==> config.mk <==
export PLATFORM = sky130hd
export DESIGN_NAME = pwm_l1
export DESIGN_NICKNAME = d
export VERILOG_FILES = /design/src/rtl/pwm_l1_pkg.sv /design/src/rtl/pwm_l1_deadtime.sv /design/src/rtl/pwm_l1.sv
export SDC_FILE = /design/constraint.sdc
export NUM_CORES = 1
export LEC_CHECK = 0
export ABC_AREA = 1
export CAP_MARGIN = 10
export CELL_PAD_IN_SITES_DETAIL_PLACEMENT = 0
export CELL_PAD_IN_SITES_GLOBAL_PLACEMENT = 1
export CORE_MARGIN = 2
export CORE_UTILIZATION = 40
export DETAILED_ROUTE_END_ITERATION = 8
export MAX_ROUTING_LAYER = met4
export PLACE_DENSITY_LB_ADDON = 0.1
export SYNTH_ARGS = -nofsm -noshare
export SYNTH_HDL_FRONTEND = slang
export SYNTH_SLANG_ARGS = --single-unit
==> constraint.sdc <==
create_clock -name aclk -period 3.78 [get_ports aclk]
set_clock_uncertainty 0.2 [all_clocks]
set_input_delay 0.567 -clock aclk [delete_from_list [all_inputs] [get_ports aclk]]
set_output_delay 0.567 -clock aclk [all_outputs]
set_load 0.05 [all_outputs]
==> src/rtl/pwm_l1_pkg.sv <==
// ============================================================================
// Module : pwm_l1_pkg
// Brief  : Shared constants, counter type and duty->compare scaling for pwm_l1.
// Rev    : 1.0  initial release
// ============================================================================
`default_nettype none

package pwm_l1_pkg;

  localparam int DEF_DATA_WIDTH         = 32;
  localparam int DEF_DATA_WIDTH_DECIMAL = 24;
  localparam int DEF_CNT_WIDTH          = 16;
  localparam int DEF_DT_WIDTH           = 8;

  localparam logic [31:0] ONE_Q = 32'd1 << DEF_DATA_WIDTH_DECIMAL;

  typedef logic [DEF_CNT_WIDTH-1:0] cnt_t;

  // Widths are fixed at the widest supported size; callers extend in and truncate out.
  function automatic logic [31:0] duty_to_cmp(
    input logic signed [63:0] duty,
    input logic        [31:0] period,
    input int                 frac
  );
    logic [63:0] one;
    logic [63:0] clamped;
    logic [95:0] prod;
    one = 64'd1 << frac;
    if (duty[63])
      clamped = '0;
    else if ($unsigned(duty) >= one)
      clamped = one;
    else
      clamped = $unsigned(duty);
    prod = {32'd0, clamped} * {64'd0, period};
    return 32'(prod >> frac);
  endfunction

endpackage

`default_nettype wire

==> src/rtl/pwm_l1_deadtime.sv <==
// ============================================================================
// Module : pwm_l1_deadtime
// Brief  : Rising-edge delay with short-pulse suppression for one gate.
//          Only built when PWM_L1_DEADTIME_EN is defined.
// Rev    : 1.0  initial release
// ============================================================================
`default_nettype none

`ifdef PWM_L1_DEADTIME_EN
module pwm_l1_deadtime
  import pwm_l1_pkg::*;
#(
  parameter int DT_WIDTH = DEF_DT_WIDTH
) (
  input  logic                aclk,
  input  logic                reset,
  input  logic                i_in,
  input  logic [DT_WIDTH-1:0] i_dt,
  output logic                o_out
);

  logic [DT_WIDTH-1:0] r_run;

  // r_run counts completed high cycles of the raw gate, saturating.
  always_ff @(posedge aclk or posedge reset) begin
    if (reset)
      r_run <= '0;
    else if (!i_in)
      r_run <= '0;
    else if (r_run != {DT_WIDTH{1'b1}})
      r_run <= r_run + DT_WIDTH'(1);
  end

  assign o_out = i_in && (r_run >= i_dt);

endmodule
`endif

`default_nettype wire

==> src/rtl/pwm_l1.sv <==
// ============================================================================
// Module : pwm_l1
// Brief  : Level 1 PWM modulator with shadowed duty/period and sync strobe.
//          Optional dead-time insertion via macro PWM_L1_DEADTIME_EN.
// Rev    : 1.0  initial release
// ============================================================================
`default_nettype none

module pwm_l1
  import pwm_l1_pkg::*;
#(
  parameter int DATA_WIDTH         = DEF_DATA_WIDTH,
  parameter int DATA_WIDTH_DECIMAL = DEF_DATA_WIDTH_DECIMAL,
  parameter int CNT_WIDTH          = DEF_CNT_WIDTH,
  parameter int DT_WIDTH           = DEF_DT_WIDTH
) (
  input  logic                         aclk,
  input  logic                         reset,
  input  logic                         en,
  input  logic signed [DATA_WIDTH-1:0] duty,
  input  logic        [CNT_WIDTH-1:0]  period,
`ifdef PWM_L1_DEADTIME_EN
  input  logic        [DT_WIDTH-1:0]   dead_time,
`endif
  output logic                         pwm_h,
  output logic                         pwm_l,
  output logic                         sync
);

  logic [CNT_WIDTH-1:0] r_cnt;
  logic [CNT_WIDTH-1:0] r_period_sh;
  logic [CNT_WIDTH-1:0] r_cmp_sh;
  logic                 r_en_d;
  logic                 r_h_raw;
  logic                 r_l_raw;
  logic                 r_sync;

  logic [CNT_WIDTH-1:0] w_cmp;
  logic                 w_active;
  logic                 w_wrap;
  logic                 w_load;
  logic                 w_h_next;

  assign w_cmp    = CNT_WIDTH'(duty_to_cmp(64'(duty), 32'(period), DATA_WIDTH_DECIMAL));
  assign w_active = en && (r_period_sh >= CNT_WIDTH'(2));
  assign w_wrap   = (r_cnt == r_period_sh - CNT_WIDTH'(1));
  // Inactive cycles keep loading so a valid period is picked up immediately.
  assign w_load   = !w_active || w_wrap || (en && !r_en_d);
  assign w_h_next = (r_cnt < r_cmp_sh);

  always_ff @(posedge aclk or posedge reset) begin
    if (reset) begin
      r_cnt       <= '0;
      r_period_sh <= '0;
      r_cmp_sh    <= '0;
      r_en_d      <= 1'b0;
      r_h_raw     <= 1'b0;
      r_l_raw     <= 1'b0;
      r_sync      <= 1'b0;
    end else begin
      r_en_d <= en;
      if (w_load) begin
        r_period_sh <= period;
        r_cmp_sh    <= w_cmp;
      end
      if (!w_active || w_wrap)
        r_cnt <= '0;
      else
        r_cnt <= r_cnt + CNT_WIDTH'(1);
      r_sync  <= w_active && (r_cnt == '0);
      r_h_raw <= w_active && w_h_next;
      r_l_raw <= w_active && !w_h_next;
    end
  end

  assign sync = r_sync;

`ifdef PWM_L1_DEADTIME_EN
  logic [DT_WIDTH-1:0] r_dt_sh;

  always_ff @(posedge aclk or posedge reset) begin
    if (reset)
      r_dt_sh <= '0;
    else if (w_load)
      r_dt_sh <= dead_time;
  end

  // Raw gates are complementary, so the delayed pair can never overlap.
  pwm_l1_deadtime #(.DT_WIDTH(DT_WIDTH)) u_dt_h (
    .aclk  (aclk),
    .reset (reset),
    .i_in  (r_h_raw),
    .i_dt  (r_dt_sh),
    .o_out (pwm_h)
  );

  pwm_l1_deadtime #(.DT_WIDTH(DT_WIDTH)) u_dt_l (
    .aclk  (aclk),
    .reset (reset),
    .i_in  (r_l_raw),
    .i_dt  (r_dt_sh),
    .o_out (pwm_l)
  );
`else
  assign pwm_h = r_h_raw;
  assign pwm_l = r_l_raw;
`endif

endmodule

`default_nettype wire

Word-level counts from Yosys, hierarchy flattened
Index checks and enable logic that the tools add are counted.

storage, ports and cells
  register bits after elaboration = 52
  latch bits = 0
  RAM bits = 0
  bits in read-only memories = 0
  input port bits = 51
  output and inout port bits = 3
  word-level logic and storage cells = 28
  memories kept = 0

cells by class
  $add $sub $neg = 2
  multipliers = 1
  div/mod/pow operators = 0
  $lt $le $gt $ge = 3
  equality and inequality tests = 1
  shifts and indexed selects = 0
  mux-type cells = 3
  bitwise logic cells = 0
  reductions and logical operators = 11

operators with widths
  cell                                                                     count
  64-bit by 25-bit >= comparator with 1-bit output, second input constant  1
  64-bit by 16-bit multiplier with 40-bit output                           1
  64-bit two-way mux                                                       1
  31-bit two-way mux                                                       1
  16-bit by 1-bit adder with 16-bit output, second input constant          1
  16-bit == test                                                           1
  16-bit by 2-bit >= comparator with 1-bit output, second input constant   1
  16-bit logical NOT                                                       1
  16-bit less-than comparator                                              1
  16-bit two-way mux                                                       1
  16-bit by 1-bit subtractor with 16-bit output, second input constant     1
  1-bit logical AND                                                        5
  1-bit logical NOT                                                        3
  1-bit logical OR                                                         2

Depth between registers and ports, before layout
  depth in word-level cells = 5
  depth in mapped cells = 35
  gate-level depth less buffers = 33

Least setup slack after synthesis
Ideal clock, no wire load.

  path type = input -> register
  start point = input port duty[29]
  end point = register r_cmp_sh[9]
  setup time = 126 ps
  data arrival time = 6369 ps
  required time = 3454 ps
  setup slack = -2915 ps
  stages on the path = 31
  path buffers = 2
  cell sequence = nor2_1 > nand2_1 > nor2_4 > clkbuf_1 > nand2_1 > inv_1 > clkbuf_1 > nand2_1 > fa_1 > fa_1 > fa_1 > inv_1 > fa_1 > fa_1 > inv_1 > fa_1 > inv_1 > ha_1 > nand2_1 > nand2_1 > a31oi_1 > inv_1 > a21oi_1 > nand2_1 > nand2_1 > nand2_1 > nand2_1 > nand2_1 > xor2_1 > nand2_1 > o21ai_0

on the way
  cells in the longest elaborated chain, start to end = 4

RTL lines
  element                                             RTL line          source
  start, declared                                     pwm_l1.sv:20      input logic signed [DATA_WIDTH-1:0] duty,
  64-bit by 25-bit >= comparator with 1-bit output    pwm_l1_pkg.sv:31  else if ($unsigned(duty) >= one)
  31-bit two-way mux (*)                              pwm_l1_pkg.sv:31
  64-bit two-way mux (*)                              pwm_l1_pkg.sv:29  if (duty[63])
  64-bit by 16-bit multiplier with 40-bit output (*)  pwm_l1_pkg.sv:35  prod = {32'd0, clamped} * {64'd0, period};
  end signal, assigned                                pwm_l1.sv:64      r_cmp_sh <= w_cmp;
  end, declared                                       pwm_l1.sv:32      logic [CNT_WIDTH-1:0] r_cmp_sh;

Every way passes the cells marked *; elsewhere a longest branch is shown, timed or not.
A chain may end at the register's enable or synchronous reset.

Worst setup path in the final report
  start point = input port duty[25]
  end point = register r_cmp_sh[14]

The elaborated chain is that of the path after synthesis.

==> reports/metrics.csv <==
metric;value;unit
status;finished, violations left;
failing checks;negative setup slack;
final slew viol count;0;
LEAKAGE;11.98;nW
fin worst setup slack;-2642;ps
Die W;211.7;um
CTS tree;done;
DIE HEIGHT;211.7;um
setup TNS;-40290;ps
GP Congestion;0.9182;
Hold Vio Cnt, Final;0;
drt first pass iters;5;
clk_lat worst skew;300;ps
Crit Path Class;primary input to register;
CTS Buf Count;5;
reg2reg setup slack;940;ps
Setup crit start kind;primary input;
vias per cell;4.715;
core area;42790;um^2
FMAX;155.7;MHz
crit path from;duty[25];
Mapped Area;17250;um^2
Post-synth EDFFs;0;
crit path time final;6422;ps
Worst setup EP type;register;
vias;14990;
DR iter-0 viols;688;
layout cell share with drive strength beyond 1;0.2706;
htree depth;2;
# fillers;4164;
post-layout util;0.5475;
drt drc;0;
vias in the first global route;16500;
Worst path max stage delay;630;ps
Worst R2R Start;r_period_sh[0];
# port buffers;53;
clk sinks;52;
Total GRT Usage;0.2701;
FF-to-FF End;r_period_sh[12];
Starting Density;0.4032;
ys async rst share;1.000;
Antenna Nets Post-Route;0;
Main synth FF type;dfrtp_1;
initial antenna violation count;1;
Crit-path slowest cell;fa_2;
# rows;76;
r2r worst-path depth;13;
crit path DAT;6390;ps
Max IR drop VDD;476.5;uV
sequential-to-total area share from yosys stat;0.07542;
WHS Path Cells;2;
hpwl dp;47290;um
final net count;3168;
DP Area;21360;um^2
RSZ-0062 raised after global routing;true;
Die Area;44810;um^2
Yosys Warn Count;0;
Root Driver;clkbuf_16;
CTS hold repair buffers;0;
Hold Path Class;register to register;
wire length per cell;17.54;um
largest net degree at the start of global routing;35;
final WL;55760;um
most frequent CP cell;fa_1;
worst-path fanout max;5;
Area Overhead vs Synth;35.78;%
Worst Setup EP;r_cmp_sh[14];
# setup viols final;16;
Req. time, crit path;3750;ps
Slew @ Worst Pin;730.2;ps
Top-Level Pins;54;
Rel. slew slack;0.5125;
Yosys cell types;43;
Max-Cap Viols;0;
CTS Buffer Depth;2;
clock transition at the registers of the reported paths;70;ps
Syn Area/Cell;7.832;um^2
Seq cells post-synth;52;
Period Utilization, post-route;1.699;
first-pass GRT wire length;89240;um
post-synthesis cell count;2203;
grt total ovfl;0;
final instance area;23430;um^2
PwrDens;291.5;nW/um^2
## layout make-up
cell class | count | area, um^2 | area share
clock inverters | 2 | 38.79 | 0.001656
well taps | 546 | 683.2 | 0.02916
diodes | 2 | 5.005 | 0.0002136
clock buffers | 6 | 138.9 | 0.005929
repair inverters | 2 | 11.26 | 0.0004807
repair buffers | 411 | 3765 | 0.1607
flip-flops and latches | 52 | 1301 | 0.05555
inverters | 604 | 2404 | 0.1026
multi-input cells | 1554 | 15080 | 0.6437
## cell families after synthesis
group / Yosys count / share of synthesized area
xor gates and xnor gates: 43 / 0.02183
adders and majority gates: 487 / 0.5203
AOI/OAI and AO/OA: 123 / 0.04098
other: 2 / 0.0004353
DFF: 52 / 0.07542
buffers and inverters: 664 / 0.1465
and+or+nand+nor: 832 / 0.1946
## how the worst min path moves through the flow
| stage | from | slack, ps | endpoint |
|---|---|---|---|
| after floorplan | r_cmp_sh[15] | 250 | r_cmp_sh[15] |
| after global placement | r_cmp_sh[12] | 270 | r_cmp_sh[12] |
| after detailed placement | r_cmp_sh[10] | 270 | r_cmp_sh[10] |
| after CTS | r_cmp_sh[8] | 280 | r_cmp_sh[8] |
| after global routing | r_cmp_sh[11] | 310 | r_cmp_sh[11] |
| final | r_cmp_sh[11] | 290 | r_cmp_sh[11] |
## synthesized netlist by cell type, drive strengths merged, types with 2 or more instances
cell	count	area share
o21a	5	0.0022
clkbuf	51	0.011
ha	103	0.075
a21oi	44	0.013
o21ai	46	0.015
xnor2	14	0.0071
or2	3	0.0011
a31oi	13	0.0047
o21bai	8	0.0035
a21o	3	0.0013
dfrtp	52	0.075
xor2	29	0.015
nand3	41	0.013
nor4	8	0.0038
buf	9	0.0040
and3	2	0.00073
fa	384	0.45
nand2	484	0.11
nand3b	2	0.00087
clkinv	11	0.0024
conb	2	0.00044
nor2	257	0.057
nand4	9	0.0033
nor3	20	0.0064
inv	593	0.13
nor3b	6	0.0026
## metrics by stage
| step | total power, W | hold slack [ps] | setup slack (ps) | instances |
|---|---|---|---|---|
| final | 0.006829 | 286.2 | -2642 | 3179 |
| after floorplan | 0.003462 | 248.8 | -2405 | 2270 |
| after global routing | 0.007519 | 313.9 | -2881 | 3179 |
| after CTS | 0.006414 | 281.4 | -2712 | 3146 |
| after global placement | 0.005602 | 272.2 | -3616 | 3102 |
| after detailed placement | 0.005609 | 271.2 | -3653 | 3102 |
## placed cells by master (no fill, tap or decap), types with 6 or more instances in the layout
| cell type | n |
|---|---|
| inv_4 | 6 |
| nor2_4 | 24 |
| nand3_2 | 7 |
| nand2_1 | 403 |
| buf_6 | 29 |
| inv_1 | 525 |
| o21ai_2 | 16 |
| nand2_4 | 26 |
| buf_4 | 296 |
| o21ai_1 | 14 |
| clkdlybuf4s50_1 | 45 |
| a21oi_1 | 22 |
| nor3_1 | 14 |
| o21ai_0 | 16 |
| xnor2_1 | 14 |
| inv_2 | 53 |
| nand3_1 | 33 |
| fa_1 | 359 |
| dfrtp_1 | 52 |
| nand2_2 | 50 |
| a31oi_1 | 7 |
| a21oi_2 | 17 |
| nor3b_1 | 6 |
| nor2_2 | 32 |
| ha_4 | 27 |
| fa_2 | 25 |
| xor2_1 | 29 |
| nand4_1 | 9 |
| nor2_1 | 201 |
| conb_1 | 69 |
| clkinv_4 | 6 |
| buf_12 | 34 |
| ha_1 | 75 |
## worst max-delay path: cells and delay by family
family          cells  cell delay [ps]
compound gates      1               80
fa+ha+maj           7             3440
buf+inv             9              930
simple gates       13             1350
## repair_timing
item | CTS | global route
gates cloned | 1 | 2
pin swaps | 104 | 113
setup endpoints to repair | 16 | 16
gates resized for setup | 206 | 220
buffers inserted | 36 | 34
## report_power, final
group          total [W]  switching, W  internal (W)
Combinational    0.00556       0.00294       0.00261
Sequential      0.000728     0.0000571      0.000671
Clock           0.000543      0.000211      0.000332
Total            0.00683       0.00321       0.00362
## sequential cells by signal, summed over array words and instances (netlist names)
name and count:
r_en_d 1, r_period_sh 16, pwm_h 1, r_cmp_sh 16
pwm_l 1, r_cnt 16, sync 1
## layer usage
| metal | wire [um] | global-route usage |
|---|---|---|
| met5 | 0 | - |
| met4 | 1569 | 0.06265 |
| met3 | 2731 | 0.02181 |
| met2 | 27330 | 0.4591 |
| met1 | 24130 | 0.3534 |
Power figures use the tool's default switching activity.
